===== src/rtl/fetch_unit.sv =====
// Multicycle instruction-fetch stage: owns the PC, fetches over a req/ack
// handshake, holds the word for decode and computes the next PC.
module fetch_unit #(
  parameter logic [31:0] RESET_PC = 32'h0000_0000
) (
  input  logic        clk,
  input  logic        reset_n,
  output logic        imem_req,
  output logic [31:0] imem_addr,
  input  logic        imem_ack,
  input  logic [31:0] imem_rdata,
  output logic [31:0] instr,
  output logic        instr_valid,
  input  logic        instr_ready,
  input  logic        branch_taken,
  input  logic        jump,
  input  logic        jump_reg,
  input  logic [31:0] reg_target,
  input  logic [31:0] sign_ext_imm,
  output logic [31:0] pc,
  output logic [31:0] pc_plus4,
  output logic        addr_err,
  output logic [31:0] retired
);

  typedef enum logic [1:0] {IDLE, FETCH, DECODE, ERROR} state_t;

  state_t      state;
  logic [31:0] br_target;
  logic [31:0] jmp_target;
  logic [31:0] next_pc;

  assign pc_plus4  = pc + 32'd4;
  assign imem_addr = pc;

  // Shifting in 32 bits drops imm[31:30]; the add wraps modulo 2^32.
  always_comb begin
    br_target  = pc_plus4 + (sign_ext_imm << 2);
    jmp_target = {pc_plus4[31:28], instr[25:0], 2'b00};
    next_pc    = pc_plus4;
    if (jump_reg)          next_pc = reg_target;
    else if (jump)         next_pc = jmp_target;
    else if (branch_taken) next_pc = br_target;
  end

  always_ff @(posedge clk or negedge reset_n) begin
    if (!reset_n) begin
      state       <= IDLE;
      pc          <= RESET_PC;
      instr       <= 32'd0;
      instr_valid <= 1'b0;
      imem_req    <= 1'b0;
      addr_err    <= 1'b0;
      retired     <= 32'd0;
    end else begin
      case (state)
        IDLE: begin
          state    <= FETCH;
          imem_req <= 1'b1;
        end
        FETCH: begin
          if (imem_ack) begin
            instr       <= imem_rdata;
            instr_valid <= 1'b1;
            imem_req    <= 1'b0;
            state       <= DECODE;
          end
        end
        DECODE: begin
          if (instr_ready) begin
            instr_valid <= 1'b0;
            retired     <= retired + 32'd1;
            // A misaligned target retires the instruction but leaves pc alone.
            if (next_pc[1:0] != 2'b00) begin
              addr_err <= 1'b1;
              state    <= ERROR;
            end else begin
              pc       <= next_pc;
              imem_req <= 1'b1;
              state    <= FETCH;
            end
          end
        end
        ERROR: begin
          addr_err <= 1'b1;
        end
        default: state <= IDLE;
      endcase
    end
  end

endmodule


===== config.mk =====
export PLATFORM = sky130hd
export DESIGN_NAME = fetch_unit
export DESIGN_NICKNAME = d
export VERILOG_FILES = /design/src/rtl/fetch_unit.sv
export SDC_FILE = /design/constraint.sdc
export NUM_CORES = 1
export LEC_CHECK = 0
export ABC_AREA = 0
export BUFFER_PORTS_ARGS = -buffer_cell sky130_fd_sc_hd__buf_2
export CAP_MARGIN = 40
export CORE_AREA = 2 2 122 124
export CTS_BUF_LIST = sky130_fd_sc_hd__clkbuf_8
export CTS_CLUSTER_SIZE = 40
export DETAILED_ROUTE_END_ITERATION = 10
export DIE_AREA = 0 0 124 126
export GPL_TIMING_DRIVEN = 0
export PLACE_DENSITY = 0.82
export REMOVE_ABC_BUFFERS = 1
export SYNTH_ARGS = -nofsm -noshare
export SYNTH_HDL_FRONTEND = slang
export SYNTH_SLANG_ARGS = --single-unit

===== constraint.sdc =====
create_clock -name clk -period 4.6 [get_ports clk]
set_input_delay 0.92 -clock clk [delete_from_list [all_inputs] [get_ports clk]]
set_output_delay 0.92 -clock clk [all_outputs]
set_load 0.01 [all_outputs]

; Yosys cells after proc, flatten, opt, wreduce, memory -nomap -nowiden
; Index checks and enable logic that the tools add are counted.
[word_totals]
output_inout_bits = 163
ff_bits = 101
wordCells = 47
[classes]
bitwise_logic = 1
mux = 17
n_eq_ne = 7
n_reduce_logical = 12
n_addsub = 3
[op_table]
columns = cell, n
row1 = $mux W32, 3
row2 = $add A32 B1 Y32 const B, 1
row3 = $add A32 B3 Y32 const B, 1
row4 = $add A32 B32 Y32, 1
row5 = $reduce_and A3 Y1, 4
row6 = $ne A2 B2 Y1 const B, 4
row7 = $mux W1, 7
row8 = $mux W2, 3
row9 = $pmux W2 S3, 1
row10 = $reduce_bool A2 Y1, 3
row11 = $eq A2 B2 Y1 const B, 2
row12 = $pmux W1 S2, 2
row13 = $reduce_and A2 Y1, 2
row14 = $reduce_and A4 Y1, 1
row15 = $pmux W1 S3, 1
row16 = $reduce_bool A3 Y1, 1
row17 = $eq A2 B1 Y1 const B, 1
row18 = $logic_not A2 Y1, 1
row19 = $not A1 Y1, 1

; Logic depth before layout (Yosys ltp)
[logic_depth]
ltp_word = 9
mapped_depth = 16
depth_no_buf = 15

; Worst setup path before layout
; OpenSTA, ideal clock, no wires.
[synth_timing]
path_type = reg2reg
startpoint = reg pc[2] (netlist: imem_addr[2])
endpoint = reg pc[29] (netlist: imem_addr[29])
path_stages_with_launch = 17
arrival_time_ps = 3712
setup_time_ps = 94
n_path_buf = 1
slack_ps = 794
path_cell_list = dfrtp_1 > ha_1 > nand2_1 > or2_1 > nor3_2 > and3_1 > xor2_1 > ha_1 > buf_2 > nand4_1 > or3_1 > a2111o_1 > nand3_2 > a31oi_4 > o2111a_1 > xnor2_1 > a211oi_1
[synth_via]
elab_chain_cells = 5
[synth_lines]
columns = element, line_no
row1 = start: declaration, 20  ; output logic [31:0] pc,
row2 = start signal: assignment, 78  ; pc <= next_pc;
row3 = $add A32 B3 Y32, 33  ; assign pc_plus4 = pc + 32'd4;
row4 = via pc_plus4[20], 21  ; output logic [31:0] pc_plus4,
row5 = $add A32 B32 Y32, 38  ; br_target = pc_plus4 + (sign_ext_imm << 2);
row6 = $mux W32, 43  ; else if (branch_taken) next_pc = br_target;
row7 = $mux W32, 42  ; else if (jump) next_pc = jmp_target;
row8 = $mux W32, 41  ; if (jump_reg) next_pc = reg_target;
; The timed path passes the listed nets, and every way through them passes these cells.
; A chain may end at the register's enable or synchronous reset.

; Worst setup path in the final report
[layout_timing]
startpoint = reg pc[3] (netlist: imem_addr[3])
endpoint = reg pc[23] (netlist: imem_addr[23])
[layout_via]
elab_chain_cells = 5
[layout_lines]
columns = element, line_no
row1 = $add A32 B3 Y32 (*), 33
row2 = $add A32 B32 Y32, 38
row3 = $mux W32 (*), 43
row4 = $mux W32 (*), 42
row5 = $mux W32 (*), 41
; Mark *: on every way between the ends. The rest lies on a longest branch, timed or not.

==> summary.txt <==
Die
  – Die area: 0.0156 mm²
  – Die Height: 126 µm
  – Core area: 0.0143 mm²
  – Rows: 44
  – Die X-Extent: 124 µm
  – IO Count: 266
  – Starting Density: 0.510

Global routing
  – GRT overflow: 0
  – Met2 Use GR: 0.451
  – GRT Max-Usage Layer: met2
  – Met1 Track Usage GR: 0.400
  – Initial antenna violation count: 3
  – Met3 Use GR: 0.0457
  – First-pass GRT wire length: 34600 µm
  – Gr usage total: 0.283
  – Vias in the first global route: 6543
  – Largest net degree at the start of global routing: 64

Place
  – GPL Wtd Cong: 0.934
  – Hpwl dp: 17400 µm
  – I/O Buffers: 263
  – Pre-CTS setup slack: 0.357 ns

Routing
  – DR vias/cell: 5.85
  – DR iter-0 viols: 513
  – DRT Pass-1 Iters: 5
  – Number of remaining DRC errors: 0
  – Routed wire per std cell: 18.4 µm
  – Final WL: 22300 µm
  – Vias: 7055
  – Antenna viol nets, final: 0

Final layout
  – Fraction of layout cells with a size suffix above 1: 0.331
  – NumNets Final: 1162
  – Most frequent cells in the layout: buf_2, dfrtp_1, nand2_1, nor2_1, a21oi_1
  – Commonest non-fill, non-tap cell in the layout: buf_2
  – Synthesis-to-layout area growth: 20.4%
  – Final core occ: 0.613

STA
  – Final hold violations: 0
  – Skew final: 0.0129 ns
  – Slew Viols, Final: 0
  – Worst setup margin: 0.259 ns
  – Slew @ Worst Pin: 0.869 ns
  – Max Fclk: 0.230 GHz
  – Min Tclk post-route: 4.34 ns
  – Slew HR: 0.418
  – RSZ-0062 raised after global routing: no
  – Fin crit share: 0.944
  – Final Setup Violations: 0

Clocking
  – Clock buffer depth: 2
  – Clk root buf: clkbuf_8
  – CTS sink cnt: 101
  – CTS tree: yes
  – TritonCTS buffer count: 9
  – CTS H-tree depth: 3
  – Clk_lat worst skew: 0.36 ns
  – Cts hold-fix bufs: 0
  – Clock slew at reported path FFs: 0.11 ns

Synth
  – Sequential fraction of the synthesis area: 0.346
  – Mux cell area share after synthesis: 0.0609
  – Synth Instances: 799
  – Avg Cell Area, Syn: 9.13 µm²
  – Simple-gate share of the synthesized area: 0.186
  – Area share of fa/ha/maj cells after synthesis: 0.0731
  – Primary FF master, synth: dfrtp_1
  – Async S/R FF share, synth: 1.00
  – Post-synthesis compound-gate area fraction: 0.179
  – Synth warn: 0
  – EDFF count, synth: 0
  – Synthesized cell area: 0.00730 mm²
  – Synth Register Bits: 101
  – Synth Area in XOR/XNOR: 0.0936
  – Main combinational cell family by area after synthesis: simple AND/OR/NAND/NOR gates
  – Post-synthesis cell type count: 80

Worst hold path
  – Hold Path Class: reg2reg
  – Hold Startpoint: retired[31]
  – Hold Path Cell Cnt: 1
  – Hold Crit Endpoint: retired[31]

Power
  – Sw frac: 0.474
  – Leak: 4.40 nW
  – Max VDD drop: 0.262 mV
  – Sw Pwr: 2.50 mW
  – Total power: 5.28 mW
  – Clock share of power: 0.109
  – Internal Power: 2.77 mW
  – Register share of total power: 0.301
  – Pwr dens: 601 mW/mm²
  – Combinational power share: 0.589

Run status
  – Status: complete, no violations

Critical path
  – Crit path required time: 4.85 ns
  – CP arrival: 4.59 ns
  – Crit Path Category: reg2reg
  – R2R cell count: 15
  – Origin of the critical flop-to-flop path: imem_addr[3]
  – R2R setup slack: 0.26 ns
  – CP max FO: 8
  – Reg2reg end: imem_addr[23]
  – Setup crit end kind: register
  – CP startpoint kind: register

Run
  – Maximum capacitance violations: 0
## through the flow
stage	instance area, µm²	hold slack (ns)	instances	TNS [ns]
5_1_grt	8780	0.516	1206	0
3_3_place_gp	8470	0.459	1185	-0.0919
2_1_floorplan	6930	0.507	738	0
3_5_place_dp	8580	0.465	1190	0
6_report	8780	0.483	1207	0
4_1_cts	8770	0.484	1205	0
## synthesized netlist by cell type (all sizes together) (6+ instances only)
cell	n	share of area
mux2	35	0.054
inv	19	0.0098
a21o	17	0.018
and4	9	0.011
and2	6	0.0053
nand3	39	0.027
nand4	18	0.016
and3	25	0.022
a211oi	8	0.0096
dfrtp	101	0.35
nand2	67	0.034
clkbuf	17	0.0087
xor2	26	0.031
or3	6	0.0051
a221o	7	0.0096
o211ai	8	0.0082
buf	44	0.042
a21oi	58	0.040
o21ai	35	0.024
o22ai	9	0.0077
nor3	9	0.0082
nor4	10	0.011
a31oi	7	0.0081
ha	41	0.070
xnor2	52	0.062
nor2	60	0.031
## final cells by class
cell class              count  area, µm²
flip-flops and latches    101       2530
well taps                 184        230
fillers                  1280       5530
diodes                      2       5.00
clock buffers               9        124
clock inverters             6       72.6
multi-input cells         617       4330
inverters                  20       75.1
repair buffers            268       1420
## flip-flops by register name, summed over array words and instances, names as in the netlist
signal,cells
state,2
retired,32
imem_req,1
instr_valid,1
addr_err,1
instr,32
imem_addr,32
## logic make-up (layout without fill, tap and decap cells)
logic type / count (synthesis) / after routing
simple gates: 264 / 264
compound gates: 193 / 193
flops: 101 / 101
buf+inv: 81 / 303
xor+xnor: 78 / 78
fa+ha+maj: 42 / 42
mux: 40 / 40
other cells: 0 / 2
## critical path: stages, from the launching register on
cell and delay (ns):
dfrtp_1 0.45, ha_1 0.25, nand2_1 0.12, or2_1 0.33, nor3_2 0.28, and3_1 0.20, xor2_1 0.35, ha_2 0.32
nand4_1 0.14, or3_1 0.39, a2111o_1 0.38, nand3_2 0.17, a31oi_1 0.12, xor2_1 0.29, a21oi_1 0.12, a211o_1 0.30
## worst max-delay path by stage
stage	end	start	slack [ns]
CTS	imem_addr[23]	imem_addr[3]	0.32
global route	imem_addr[23]	imem_addr[3]	0.02
detailed placement	imem_addr[23]	imem_addr[3]	0.36
floorplan	imem_addr[29]	imem_addr[2]	0.74
finish	imem_addr[23]	imem_addr[3]	0.26
global placement	imem_addr[30]	jump_reg	-0.09
## power by group through the flow
| stage | clock [mW] | sequential [mW] | combinational (mW) |
|---|---|---|---|
| 6_report | 0.578 | 1.59 | 3.11 |
| 3_5_place_dp | 0 | 1.60 | 3.05 |
| 5_1_grt | 0.622 | 1.63 | 3.39 |
| 2_1_floorplan | 0 | 1.69 | 1.79 |
| 4_1_cts | 0.587 | 1.58 | 3.07 |
| 3_3_place_gp | 0 | 1.59 | 3.00 |
## repair_timing
item                       CTS  global route
gates resized for setup      0             1
setup endpoints to repair    0             1
setup buffers                0             0
## metal layers
metal  vias up  share of wire
li1       3335              -
met1      3378           0.43
met4         2          0.017
met5         -        0.00058
met3        30          0.079
met2       310           0.48
Power figures use the tool's default switching activity.
